--- src/rtl/mem_stage_pkg.sv ---
// Shared opcodes, FSM state and store-buffer entry type for the memory stage.
package mem_stage_pkg;

    localparam logic [5:0] OP_NOP   = 6'b000000;
    localparam logic [5:0] OP_LOAD  = 6'b010101;
    localparam logic [5:0] OP_STORE = 6'b010110;

    localparam int unsigned SB_ADDR_W = 6;
    localparam int unsigned SB_DATA_W = 32;

    typedef enum logic [0:0] {IDLE, LOAD_RD} ms_state_e;

    typedef struct packed {
        logic [SB_ADDR_W-1:0] addr;
        logic [SB_DATA_W-1:0] data;
    } sb_entry_t;

endpackage

--- src/rtl/sb_fifo.sv ---
// In-order circular store buffer; exposes every slot so the parent can search it.
module sb_fifo
    import mem_stage_pkg::*;
#(
    parameter int unsigned DEPTH = 4,
    parameter type entry_t = sb_entry_t,
    localparam int unsigned PW = $clog2(DEPTH),
    localparam int unsigned CW = PW + 1
) (
    input  logic               clk,
    input  logic               rst,
    input  logic               i_push,
    input  entry_t             i_push_entry,
    input  logic               i_pop,
    output logic [CW-1:0]      o_count,
    output logic               o_full,
    output logic               o_empty,
    output logic [PW-1:0]      o_head,
    output entry_t             o_head_entry,
    output logic [DEPTH-1:0]   o_valid,
    output entry_t [DEPTH-1:0] o_entries
);

    entry_t [DEPTH-1:0] r_entries;
    logic [DEPTH-1:0]   r_valid;
    logic [PW-1:0]      r_head;
    logic [PW-1:0]      r_tail;
    logic [CW-1:0]      r_count;

    always_ff @(posedge clk) begin
        if (rst) begin
            r_valid <= '0;
            r_head  <= '0;
            r_tail  <= '0;
            r_count <= '0;
        end else begin
            // Pop before push so a push into the freed slot keeps its valid bit.
            if (i_pop) begin
                r_valid[r_head] <= 1'b0;
                r_head          <= r_head + PW'(1);
            end
            if (i_push) begin
                r_entries[r_tail] <= i_push_entry;
                r_valid[r_tail]   <= 1'b1;
                r_tail            <= r_tail + PW'(1);
            end
            if (i_push && !i_pop) begin
                r_count <= r_count + CW'(1);
            end else if (!i_push && i_pop) begin
                r_count <= r_count - CW'(1);
            end
        end
    end

    assign o_count      = r_count;
    assign o_full       = (r_count == CW'(DEPTH));
    assign o_empty      = (r_count == '0);
    assign o_head       = r_head;
    assign o_head_entry = r_entries[r_head];
    assign o_valid      = r_valid;
    assign o_entries    = r_entries;

endmodule

--- src/rtl/mem_store_buffer.sv ---
// Load/store front end: queues stores, drains one per cycle, forwards to loads.
module mem_store_buffer
    import mem_stage_pkg::*;
#(
    parameter int unsigned DEPTH         = 4,
    parameter int unsigned ADDRESS_WIDTH = 5,
    parameter int unsigned DATA_WIDTH    = 32
) (
    input  logic                   clk,
    input  logic                   rst,
    input  logic                   i_req_valid,
    output logic                   o_req_ready,
    input  logic [5:0]             i_req_op,
    input  logic [ADDRESS_WIDTH:0] i_req_addr,
    input  logic [DATA_WIDTH-1:0]  i_req_wdata,
    output logic                   o_resp_valid,
    output logic [DATA_WIDTH-1:0]  o_resp_rdata,
    output logic [5:0]             o_mem_opcode,
    output logic [ADDRESS_WIDTH:0] o_mem_addr,
    output logic [DATA_WIDTH-1:0]  o_mem_wdata,
    input  logic [DATA_WIDTH-1:0]  i_mem_rdata,
    output logic                   o_sb_empty
);

    localparam int unsigned PW = $clog2(DEPTH);
    localparam int unsigned CW = PW + 1;

    typedef struct packed {
        logic [ADDRESS_WIDTH:0]  addr;
        logic [DATA_WIDTH-1:0]   data;
    } entry_t;

    ms_state_e              r_state;
    logic [ADDRESS_WIDTH:0] r_ld_addr;
    logic                   r_resp_valid;
    logic [DATA_WIDTH-1:0]  r_resp_rdata;

    logic [CW-1:0]      w_count;
    logic               w_full;
    logic               w_empty;
    logic [PW-1:0]      w_head;
    entry_t             w_head_entry;
    logic [DEPTH-1:0]   w_valid;
    entry_t [DEPTH-1:0] w_entries;
    logic               w_accept;
    logic               w_push;
    logic               w_load;
    logic               w_drain;
    logic [PW-1:0]      w_idx;
    logic               w_fwd_hit;
    logic [DATA_WIDTH-1:0] w_fwd_data;
    logic [DATA_WIDTH-1:0] w_load_data;

    assign o_req_ready = (r_state == IDLE) && !w_full;
    assign w_accept    = i_req_valid && o_req_ready;
    assign w_push      = w_accept && (i_req_op == OP_STORE);
    assign w_load      = w_accept && (i_req_op == OP_LOAD);
    // Reset gates the drain so no memory write happens on the reset edge.
    assign w_drain     = !rst && (r_state == IDLE) && !w_empty;

    sb_fifo #(
        .DEPTH   (DEPTH),
        .entry_t (entry_t)
    ) u_sb_fifo (
        .clk          (clk),
        .rst          (rst),
        .i_push       (w_push),
        .i_push_entry ('{addr: i_req_addr, data: i_req_wdata}),
        .i_pop        (w_drain),
        .o_count      (w_count),
        .o_full       (w_full),
        .o_empty      (w_empty),
        .o_head       (w_head),
        .o_head_entry (w_head_entry),
        .o_valid      (w_valid),
        .o_entries    (w_entries)
    );

    // Walk oldest to youngest so the last match wins.
    always_comb begin
        w_fwd_hit  = 1'b0;
        w_fwd_data = '0;
        w_idx      = '0;
        for (int k = 0; k < DEPTH; k++) begin
            w_idx = w_head + PW'(k);
            if (w_valid[w_idx] && (w_entries[w_idx].addr == r_ld_addr)) begin
                w_fwd_hit  = 1'b1;
                w_fwd_data = w_entries[w_idx].data;
            end
        end
    end

    assign w_load_data = w_fwd_hit ? w_fwd_data : i_mem_rdata;

    always_ff @(posedge clk) begin
        if (rst) begin
            r_state      <= IDLE;
            r_ld_addr    <= '0;
            r_resp_valid <= 1'b0;
            r_resp_rdata <= '0;
        end else begin
            r_resp_valid <= 1'b0;
            case (r_state)
                IDLE: begin
                    if (w_load) begin
                        r_ld_addr <= i_req_addr;
                        r_state   <= LOAD_RD;
                    end
                end
                LOAD_RD: begin
                    r_resp_valid <= 1'b1;
                    r_resp_rdata <= w_load_data;
                    r_state      <= IDLE;
                end
                default: r_state <= IDLE;
            endcase
        end
    end

    always_comb begin
        o_mem_opcode = OP_NOP;
        o_mem_addr   = '0;
        o_mem_wdata  = '0;
        if (w_drain) begin
            o_mem_opcode = OP_STORE;
            o_mem_addr   = w_head_entry.addr;
            o_mem_wdata  = w_head_entry.data;
        end else if (!rst && (r_state == LOAD_RD)) begin
            o_mem_addr = r_ld_addr;
        end
    end

    assign o_resp_valid = r_resp_valid;
    assign o_resp_rdata = r_resp_rdata;
    assign o_sb_empty   = (w_count == '0);

endmodule
--- config.mk ---
export PLATFORM = sky130hd
export DESIGN_NAME = mem_store_buffer
export DESIGN_NICKNAME = d
export VERILOG_FILES = /design/src/rtl/mem_stage_pkg.sv /design/src/rtl/sb_fifo.sv /design/src/rtl/mem_store_buffer.sv
export SDC_FILE = /design/constraint.sdc
export NUM_CORES = 1
export LEC_CHECK = 0
export BUFFER_PORTS_ARGS = -buffer_cell sky130_fd_sc_hd__buf_2
export CAP_MARGIN = 10
export CORE_MARGIN = 2
export CORE_UTILIZATION = 59
export CTS_CLUSTER_DIAMETER = 120
export CTS_CLUSTER_SIZE = 10
export DETAILED_ROUTE_END_ITERATION = 10
export PLACE_DENSITY_LB_ADDON = 0.12
export SYNTH_ARGS = -nofsm -noshare
export SYNTH_HDL_FRONTEND = slang
export SYNTH_HIERARCHICAL = 1
export SYNTH_SLANG_ARGS = --single-unit
--- constraint.sdc ---
create_clock -name clk -period 4.46 [get_ports clk]
set_clock_uncertainty 0.15 [all_clocks]
set_input_delay 0 -clock clk [delete_from_list [all_inputs] [get_ports clk]]
set_output_delay 0 -clock clk [all_outputs]
set_load 0.05 [all_outputs]
-- Word-level counts from Yosys, hierarchy flattened
Index checks and enable logic that the tools add are counted.
- input port bits: 79
- word-level logic and storage cells: 109
- output and inout port bits: 79
- register bits after elaboration: 203
- bitwise operators: 5
- equal/unequal tests: 7
- reductions and logical operators: 24
- muxes and demuxes: 44
- add/sub/neg operators: 6
- order comparisons: 7
- operators with widths (cell ; count):
    38-bit binary-select mux with 2-bit select ; 4
    32-bit two-way mux ; 6
    38-bit two-way mux ; 5
    152-bit bitwise mux ; 1
    38-bit demux with 2-bit select ; 1
    6-bit equality test ; 4
    1-bit logical AND ; 15
    2-bit by 3-bit < comparator with 1-bit output (second input constant) ; 5
    6-bit by 5-bit equality test with 1-bit output (second input constant) ; 2
    1-bit two-way mux ; 12
    4-bit two-way mux ; 3
    6-bit two-way mux ; 2
    1-bit binary-select mux with 2-bit select ; 4
    3-bit two-way mux ; 2
    1-bit zero test ; 5
    5-bit two-way mux ; 1
    2-bit by 1-bit adder with 2-bit output (second input constant) ; 2
    2-bit adder (second input constant) ; 2
    4-bit bitwise AND ; 1
    1-bit demux with 2-bit select ; 2
    2-bit by 1-bit greater-or-equal comparator with 1-bit output (second input constant) ; 2
    4-bit inverter ; 1
    4-bit OR ; 1
    2-bit AND reduction ; 2
    other kinds (7) ; 8

-- Longest topological paths before layout
Gate-level depths: netlist of the first run.
- word-level depth: 10
- gate-level depth with buffers: 13
- mapped depth without buffers: 10

-- Cells and area by module
The synthesis of the first run kept the hierarchy.
- by module, submodules not included (module ; instances ; area each (µm²) ; cells an instance ; seq. area each (µm²)):
    mem_store_buffer ; 1 ; 6593.8 ; 812 ; 800.8
    sb_fifo ; 1 ; 6114.6 ; 267 ; 4784.6

-- Worst setup path after synthesis of the first run
Ideal clock, no wire load.
- kind: register to register
- from: reg u_sb_fifo.r_count[0], in the netlist u_sb_fifo/o_count[0]
- to: reg u_sb_fifo.r_entries (netlist bit u_sb_fifo/o_entries[0]), enable pin
- slack: 0.287 ns
- buffers on the path: 1
- data arrival time: 3.589 ns
- stages on the path, launching flop included: 8
- clock period less this slack: 4.173 ns
- path through: dfxtp_1 > nor3b_1 > nor2_1 > nand4_1 > nor3b_1 > clkbuf_1 > nand2_1 > nor2_1
- longest elaborated chain between the ends: 6
- RTL lines (element ; RTL line ; text):
    from (decl) ; sb_fifo.sv:28 ; logic [CW-1:0] r_count;
    from (signal assigned) ; sb_fifo.sv:48 ; r_count <= r_count + CW'(1);
    from (signal assigned) ; sb_fifo.sv:50 ; r_count <= r_count - CW'(1);
    3-bit equality test ; sb_fifo.sv:56 ; assign o_full = (r_count == CW'(DEPTH));
    net w_full ; mem_store_buffer.sv:39 ; logic w_full;
    1-bit zero test ; mem_store_buffer.sv:54 ; assign o_req_ready = (r_state == IDLE) && !w_full;
    1-bit logical AND ; mem_store_buffer.sv:54 ;
    net o_req_ready ; mem_store_buffer.sv:12 ; output logic o_req_ready,
    1-bit logical AND ; mem_store_buffer.sv:55 ; assign w_accept = i_req_valid && o_req_ready;
    1-bit logical AND ; mem_store_buffer.sv:56 ; assign w_push = w_accept && (i_req_op == OP_STORE);
    net w_push ; mem_store_buffer.sv:46 ; logic w_push;
    2-bit AND reduction (no source line) ; -- ;
    to (signal, indexed assignment) ; sb_fifo.sv:43 ; r_entries[r_tail] <= i_push_entry;
    to (decl) ; sb_fifo.sv:24 ; entry_t [DEPTH-1:0] r_entries;
The timed path passes the listed nets, and every way through them passes these cells.
A chain may end at the register's enable or synchronous reset.

-- Worst setup path in the final report of the first run
- from: reg u_sb_fifo.r_head[0], in the netlist u_sb_fifo/o_head[0]
- to: reg r_resp_rdata[31], in the netlist o_resp_rdata[31]
- longest elaborated chain between the ends: 9
- elaborated cells between the ends (all ways): 36
- classes of those cells: 3 x add/sub; 4 x eq/ne; 25 x mux; 4 x reduce/logical
- RTL lines (element ; RTL line ; text):
    from (decl) ; sb_fifo.sv:26 ; logic [PW-1:0] r_head;
    from (signal assigned) ; sb_fifo.sv:40 ; r_head <= r_head + PW'(1);
    2-bit by 1-bit adder with 2-bit output / 38-bit binary-select mux with 2-bit select (equally long branches) ; mem_store_buffer.sv:85, mem_store_buffer.sv:86, mem_store_buffer.sv:88 ;
    38-bit binary-select mux with 2-bit select / 38-bit two-way mux (equally long branches) ; mem_store_buffer.sv:86, mem_store_buffer.sv:88 ;
    38-bit two-way mux (not written as such) / 6-bit equality test (equally long branches) ; mem_store_buffer.sv:88, mem_store_buffer.sv:86 ;
    6-bit equality test / 1-bit logical AND (equally long branches) ; mem_store_buffer.sv:86 ; if (w_valid[w_idx] && (w_entries[w_idx].addr == r_ld_addr)) begin
    1-bit logical AND (tied with other cells) ; mem_store_buffer.sv:86 ;
    32-bit two-way mux / 1-bit two-way mux (equally long branches) (3 in series) ; mem_store_buffer.sv:86 ;
    32-bit two-way mux (*) ; mem_store_buffer.sv:93 ; assign w_load_data = w_fwd_hit ? w_fwd_data : i_mem_rdata;
    to (signal assigned) ; mem_store_buffer.sv:112 ; r_resp_rdata <= w_load_data;
    to (decl) ; mem_store_buffer.sv:36 ; logic [DATA_WIDTH-1:0] r_resp_rdata;
Every way passes the cells marked *; elsewhere a longest branch is shown, timed or not. The select of a mux whose other input is x is not followed.

==> results.toml, run 1 <==
[clock_network]
cts-buffers-inserted = 24
post_cts_buffers = 0
htree_levels = 1
clock_insertion_delay_worst_skew_ns = 0.52
clock_net_sink_count = 203
clk_pin_slew_ns = 0.06
tritoncts_clock_tree = "done"
cts_buffer_depth = 3
library_cell_used_as_clock_root_buffer = "sky130_fd_sc_hd__clkbuf_16"

[layout]
syn2layout_area_growth_pct = 17.76
final_net_count = 1348
fin_area_um2 = 14970
drive_above_1_share_pct = 27.64

[sta]
slew_headroom_pct = 30.09
post-route-min-period_ns = 3.798
report.final.hold_viol_count = 0
final_min_period_over_clock_period_pct = 85.16
slew_violations = 0
achievable-frequency_mhz = 263.3
finalSetupViolations = 0
worst-slew-pin-transition_ns = 1.049
tns_ns = 0
unrepaired_setup_endpoints_after_global_routing = "false"
timing.hold.ws_ns = 0.08157

[yosys]
synth.area.top_cells = "sky130_fd_sc_hd__edfxtp_1, sky130_fd_sc_hd__mux4_2, sky130_fd_sc_hd__dfxtp_1"
predominant_post_synthesis_flop_cell = "sky130_fd_sc_hd__edfxtp_1"
post_synthesis_sequential_area_ratio_pct = 43.95
synth_largest_area_cell = "sky130_fd_sc_hd__edfxtp_1"
synthArstFlopShare_pct = 0
netlist_instances = 1079
synth_largest_type_area_fraction_pct = 35.92
synth_cell_types = 63
synthesis.area_um2 = 12710
synth-seq-cells = 203
yosysWarnings = 6
synth_area_per_cell_um2 = 11.78
number_of_enable_type_register_cells_in_the_synthesized_netlist = 152

[hold_path]
startpoint_of_the_worst_hold_path = "i_req_wdata[17]"
timing.hold.worst_path_depth = 2
timing.hold.worst.class = "primary input to flop"
min_to = "u_sb_fifo/o_entries[93]$_DFFE_PP_"

[place]
dpl-instance-area_um2 = 13480
io_buffers = 154
gp_congestion = 0.8588
detailed_place_hpwl_um = 19470

[power_and_ir_drop]
cellPowerDensity_nw_per_um2 = 408.8
leakage_power_nw = 5.313
ir_drop_mv = 0.4323

[route]
drtAntennaViolNets = 0
routed-via-count = 9817
drc = 0
detail_route.iter0.violations = 914
routed_wirelength_um = 32290
routed_wire_length_per_instance_um = 20.78
pre_repair_dr_iteration_count = 5
drt-vias-per-instance = 6.317

[worst_setup_path]
worst_setup_path_end_kind = "flop"
reg2reg_setup_slack_ns = 0.66
critPathMaxStageDelay_ns = 0.89
crit_required_ns = 4.75
slowest_stage = "sky130_fd_sc_hd__and2_1"
rr_startpoint = "u_sb_fifo/o_head[0]$_SDFFE_PP0P_"
timing.rr.end = "o_resp_rdata[31]$_SDFFE_PP0P_"
worst-endpoint-arrival_ns = 4.08
r2r.worst_path.cells = 8
setup.worst_path.class = "flop to flop"
worstSetupStartpointType = "flop"
critical_path.cell_chain = "mux4_2 > xor2_1 > nor2_1 > o211a_1 > and2_4 > nor4_4 > and2_1 > a221o_1"
cp_max_fo = 42

[global_route]
grt_pass1_wl_um = 50290
grt_overflow_total = 0
grt_antenna_before_repair = 2
grtUsageTotal_pct = 28.61
number_of_global_route_vias_before_repair = 9356
grt_start_max_net_pins = 119

[status]
status = "finished clean"

[die]
dieWidth_um = 150.8
fp.dieH_um = 150.8
floorplan.initialDensity_pct = 60.26
floorplan.core_area_um2 = 21090
die_area_um2 = 22730
num_rows = 53
top_level_ports = 158

[run]
drv_cap = 0
-- cell families (layout without fill, tap and decap cells) --
logic type | Yosys count | after routing | share of synthesized area (%)
mux | 206 | 206 | 24.48
buf+inv | 117 | 313 | 5.129
other cells | 1 | 5 | 0.02951
xor+xnor | 23 | 23 | 1.585
fa+ha+maj | 10 | 10 | 1.044
flops | 203 | 203 | 43.95
compound gates | 228 | 228 | 12.65
simple gates | 291 | 291 | 11.14
-- where the power goes --
group,switching (mW),internal [mW]
Sequential,0.0857,2.05
Clock,0.736,1.04
Combinational,1.31,0.894
-- per-layer routing --
layer  wire length [µm]  vias to the layer above  GRT usage, %
li1                   -                     4538             -
met5                  0                        -             0
met4                516                        0         6.729
met3               2732                       45         3.667
met2              15740                      441         48.66
met1              13300                     4793         39.49
-- how the worst max path moves through the flow --
stage	startpoint	end	slack, ns
3_3_place_gp	u_sb_fifo/o_head[0]$_SDFFE_PP0P_	o_resp_rdata[15]$_SDFFE_PP0P_	0.74
2_1_floorplan	u_sb_fifo/o_count[0]$_SDFFE_PP0P_	u_sb_fifo/o_entries[0]$_DFFE_PP_	0.29
3_5_place_dp	u_sb_fifo/o_head[0]$_SDFFE_PP0P_	o_resp_rdata[31]$_SDFFE_PP0P_	0.69
4_1_cts	u_sb_fifo/o_head[0]$_SDFFE_PP0P_	o_resp_rdata[31]$_SDFFE_PP0P_	0.68
6_report	u_sb_fifo/o_head[0]$_SDFFE_PP0P_	o_resp_rdata[31]$_SDFFE_PP0P_	0.66
5_1_grt	u_sb_fifo/o_head[0]$_SDFFE_PP0P_	o_resp_rdata[31]$_SDFFE_PP0P_	0.36
-- Yosys cell counts, types with 35 or more instances --
cell / count
sky130_fd_sc_hd__mux4_2: 78
sky130_fd_sc_hd__mux2_2: 51
sky130_fd_sc_hd__nor2_1: 55
sky130_fd_sc_hd__nand3_1: 35
sky130_fd_sc_hd__clkbuf_1: 48
sky130_fd_sc_hd__edfxtp_1: 152
sky130_fd_sc_hd__o21ai_0: 51
sky130_fd_sc_hd__dfxtp_1: 51
sky130_fd_sc_hd__mux2i_1: 73
sky130_fd_sc_hd__and2_1: 57
sky130_fd_sc_hd__a21oi_1: 57
sky130_fd_sc_hd__nand2_1: 108
-- cell type report --
class,instances,area (µm²)
multi-input cells,761,6516
fillers,1558,6122
flip-flops and latches,203,5593
repair buffers,256,1757
clock buffers,43,693.2
well taps,275,344.1
inverters,13,48.80
clock inverters,1,8.758
diodes,2,5.005
-- cells in the final DEF (no fill, tap or decap), drive strengths merged, types with 3 or more instances in the layout --
cell / netlist / final
a2111oi: 5 / 5
a211oi: 5 / 5
a21o: 8 / 8
a21oi: 57 / 57
a221o: 23 / 23
a22o: 6 / 6
a32oi: 6 / 6
a41oi: 5 / 5
and2: 61 / 61
and3: 8 / 8
buf: 56 / 178
clkbuf: 48 / 43
conb: 1 / 3
dfxtp: 51 / 51
dlygate4sd3: 0 / 78
edfxtp: 152 / 152
ha: 9 / 9
inv: 13 / 14
mux2: 55 / 55
mux2i: 73 / 73
mux4: 78 / 78
nand2: 108 / 108
nand3: 36 / 36
nor2: 56 / 56
nor2b: 3 / 3
nor3: 4 / 4
nor3b: 4 / 4
o2111ai: 23 / 23
o211ai: 22 / 22
o21ai: 53 / 53
o221ai: 4 / 4
o31ai: 5 / 5
or3: 3 / 3
xnor2: 10 / 10
xor2: 13 / 13
-- timing repair --
action	in CTS	in global routing
hold buffers	78	0
hold endpoints to repair	204	0
resized for setup	0	0
-- state kept, by name (all words and copies together) (netlist names) --
| register | cells |
|---|---|
| u_sb_fifo/o_head | 2 |
| r_ld_addr | 6 |
| r_state | 1 |
| o_resp_valid | 1 |
| u_sb_fifo/o_valid | 4 |
| u_sb_fifo/r_tail | 2 |
| u_sb_fifo/o_entries | 152 |
| o_resp_rdata | 32 |
| u_sb_fifo/o_count | 3 |
-- worst max-delay path, delay by kind of cell, from the launching register on --
family	cells	cell delay, ns
simple gates	4	1.62
compound gates	2	0.44
flops	1	0.75
mux	1	0.59
xor+xnor	1	0.15
-- metrics by stage --
stage / power (mW) / utilization [%] / std cells / setup slack, ns
2_1_floorplan: 4.048 / - / 1081 / 0.2875
3_3_place_gp: 4.295 / 63.91 / 1430 / 0.7371
3_5_place_dp: 4.316 / 63.91 / 1430 / 0.6930
4_1_cts: 6.154 / 70.94 / 1552 / 0.6767
5_1_grt: 6.413 / 70.97 / 1554 / 0.3575
6_report: 6.118 / 70.97 / 1554 / 0.6618
Note: power is estimated with default switching activity, not from simulation.
==> inputs of run 2 (changes only) <==
Settings changed: CTS_CLUSTER_DIAMETER 120 to 80, SYNTH_HIERARCHICAL 1 to not set.
==> run 2 against run 1 <==
The flow now finishes with violations (max-capacitance violations, max-slew violations). Global-route usage grew 3.7 points. Area after synthesis shrank 1.4%. Setup slack lost 0.041 ns. Non-clock buffer count grew 14. Via count grew 5.2%. Maximum frequency shrank 1.1%. Sequential power shrank 3%. Combinational power grew 38%. Register-to-register slack lost 0.04 ns. Utilization is essentially flat. Sequential share of layout area grew 0.20 points. Critical path type unchanged. Largest cell class unchanged. Largest power group unchanged. Highest routed layer unchanged.
==> results.toml, run 2 <==
[run]
drv_cap = 1

[yosys]
synth_largest_area_cell = "sky130_fd_sc_hd__edfxtp_1"
synth_area_per_cell_um2 = 11.01
yosysWarnings = 0
synth-seq-cells = 203
number_of_enable_type_register_cells_in_the_synthesized_netlist = 152
post_synthesis_sequential_area_ratio_pct = 44.57
synth_cell_types = 63
netlist_instances = 1138
synthesis.area_um2 = 12530
synthArstFlopShare_pct = 0
synthMostInstantiatedCell = "sky130_fd_sc_hd__edfxtp_1"
synth.area.top_cells = "sky130_fd_sc_hd__edfxtp_1, sky130_fd_sc_hd__dfxtp_1, sky130_fd_sc_hd__mux4_2"
synth_largest_type_area_fraction_pct = 36.43
synth.cells.most_frequent = "sky130_fd_sc_hd__edfxtp_1, sky130_fd_sc_hd__nand2_1, sky130_fd_sc_hd__mux2i_1, sky130_fd_sc_hd__nor2_1, sky130_fd_sc_hd__a21oi_1"
predominant_post_synthesis_flop_cell = "sky130_fd_sc_hd__edfxtp_1"

[worst_setup_path]
reg2reg_setup_slack_ns = 0.62
worstSetupStartpointType = "flop"
cp_max_fo = 34
worst_setup_path_end_kind = "flop"
crit_required_ns = 4.75
setup.worst_path.class = "flop to flop"
worst-endpoint-arrival_ns = 4.13

[route]
routed_wire_length_per_instance_um = 22.83
pre_repair_dr_iteration_count = 5
drt-vias-per-instance = 6.405
drtAntennaViolNets = 0
routed-via-count = 10332
detail_route.iter0.violations = 1093
drc = 0
routed_wirelength_um = 36820

[global_route]
grtUsageTotal_pct = 32.30
grt_antenna_before_repair = 1
grt_start_max_net_pins = 84
grt_pass1_wl_um = 55480
number_of_global_route_vias_before_repair = 9636
grt_overflow_total = 0

[die]
floorplan.initialDensity_pct = 59.80
fp.dieH_um = 149.7
dieWidth_um = 149.7
floorplan.core_area_um2 = 20960
die_area_um2 = 22420
num_rows = 53
top_level_ports = 158

[place]
placedCellCount = 1494
io_buffers = 154
gp_congestion = 0.9331
dpl-instance-area_um2 = 13420
detailed_place_hpwl_um = 23630

[sta]
tns_ns = 0
worst-slew-pin-transition_ns = 1.468
report.final.hold_viol_count = 0
final_min_period_over_clock_period_pct = 86.08
achievable-frequency_mhz = 260.5
unrepaired_setup_endpoints_after_global_routing = "false"
finalSetupViolations = 0
timing.hold.ws_ns = 0.07548
slew_violations = 1
post-route-min-period_ns = 3.839
slew_headroom_pct = -0.4071

[clock_network]
htree_levels = 1
cts-buffers-inserted = 24
cts_buffer_depth = 3
library_cell_used_as_clock_root_buffer = "sky130_fd_sc_hd__clkbuf_16"
clk_pin_slew_ns = 0.06
clock_net_sink_count = 203
clock_insertion_delay_worst_skew_ns = 0.52
tritoncts_clock_tree = "done"
post_cts_buffers = 0

[layout]
final_net_count = 1410
layout.cells.most_common_list = "sky130_fd_sc_hd__buf_2, sky130_fd_sc_hd__edfxtp_1, sky130_fd_sc_hd__nand2_1, sky130_fd_sc_hd__mux2i_1, sky130_fd_sc_hd__nor2_1"
fin_area_um2 = 14880
layout.core_utilization_pct = 71.00
final_common_cell = "sky130_fd_sc_hd__buf_2"
finish.cell_count_without_fillers = 1613
drive_above_1_share_pct = 27.30
largest_register_ffs = 152
syn2layout_area_growth_pct = 18.73

[power_and_ir_drop]
swShare_pct = 39.87
seqPwrFrac_pct = 30.1
cellPowerDensity_nw_per_um2 = 462.7
cell_internal_pwr_mw = 4.139
pwr-share-clk_pct = 25.9
leakage_power_nw = 5.404
ir_drop_mv = 0.3690
power_switching_mw = 2.745
share_comb_of_total_power_pct = 44.1

[status]
status = "complete, but fails checks"
violated_checks = "max-capacitance violations, max-slew violations"

[hold_path]
timing.hold.worst.class = "primary input to flop"
run 2: worst paths after layout:
kind,from,endpoint,cells after the start
min,i_req_wdata[8],u_sb_fifo.o_entries[46]$_DFFE_PP_,2
max,u_sb_fifo.o_head[0]$_SDFFE_PP0P_,o_resp_rdata[1]$_SDFFE_PP0P_,9
min reg2reg,o_resp_rdata[13]$_SDFFE_PP0P_,o_resp_rdata[13]$_SDFFE_PP0P_,2
max reg2reg,u_sb_fifo.o_head[0]$_SDFFE_PP0P_,o_resp_rdata[1]$_SDFFE_PP0P_,9
run 2: worst max-delay path: stages (launching register included):
cell,delay (ns)
sky130_fd_sc_hd__dfxtp_4,0.34
sky130_fd_sc_hd__buf_4,0.45
sky130_fd_sc_hd__mux2i_1,0.29
sky130_fd_sc_hd__xor2_1,0.30
sky130_fd_sc_hd__a21oi_1,0.17
sky130_fd_sc_hd__a211o_1,0.31
sky130_fd_sc_hd__buf_4,0.23
sky130_fd_sc_hd__a2111oi_0,1.15
sky130_fd_sc_hd__o31ai_1,0.15
sky130_fd_sc_hd__a22oi_1,0.20
run 2: cell type report:
type	count	area (µm²)
Antenna cell	1	2.502
Clock buffer	41	685.7
Tap cell	275	344.1
Clock inverter	1	8.758
Timing Repair Buffer	270	1844
Fill cell	1512	6077
Sequential cell	203	5590
Inverter	26	97.59
Multi-Input combinational cell	796	6305
run 2: cell families after synthesis:
family / share of synthesized area, %
AOI/OAI and AO/OA: 18.42
and+or+nand+nor: 8.427
DFF: 44.57
muxes: 19.26
buffers and inverters: 5.552
xor gates and xnor gates: 2.676
adders and majority gates: 1.058
other: 0.02993
run 2: routing by layer:
layer / up-vias / track usage, % / part of all wire, %
met1: 4965 / 46.48 / 42
met2: 570 / 51.01 / 46
met5: - / 0 / 0
li1: 4743 / - / -
met3: 54 / 6.463 / 10
met4: 0 / 7.358 / 1.8
run 2: timing repair:
item	in CTS	in global routing
hold endpoints to repair	198	0
resized for setup	0	0
hold buffers	76	0
run 2: power groups by stage:
stage / Sequential, mW / Clock, mW / Combinational (mW)
floorplan: 2.11 / 0 / 2.32
global placement: 2.11 / 0 / 2.90
detailed placement: 2.11 / 0 / 2.94
CTS: 2.07 / 1.80 / 3.00
global route: 2.07 / 1.87 / 3.22
finish: 2.07 / 1.78 / 3.03
run 2: through the flow:
step	setup WS, ns	total power, mW
after global placement	0.8642	5.015
after detailed placement	0.7707	5.051
after global routing	0.4431	7.162
final	0.6206	6.884
after floorplan	0.6811	4.433
after CTS	0.7176	6.872
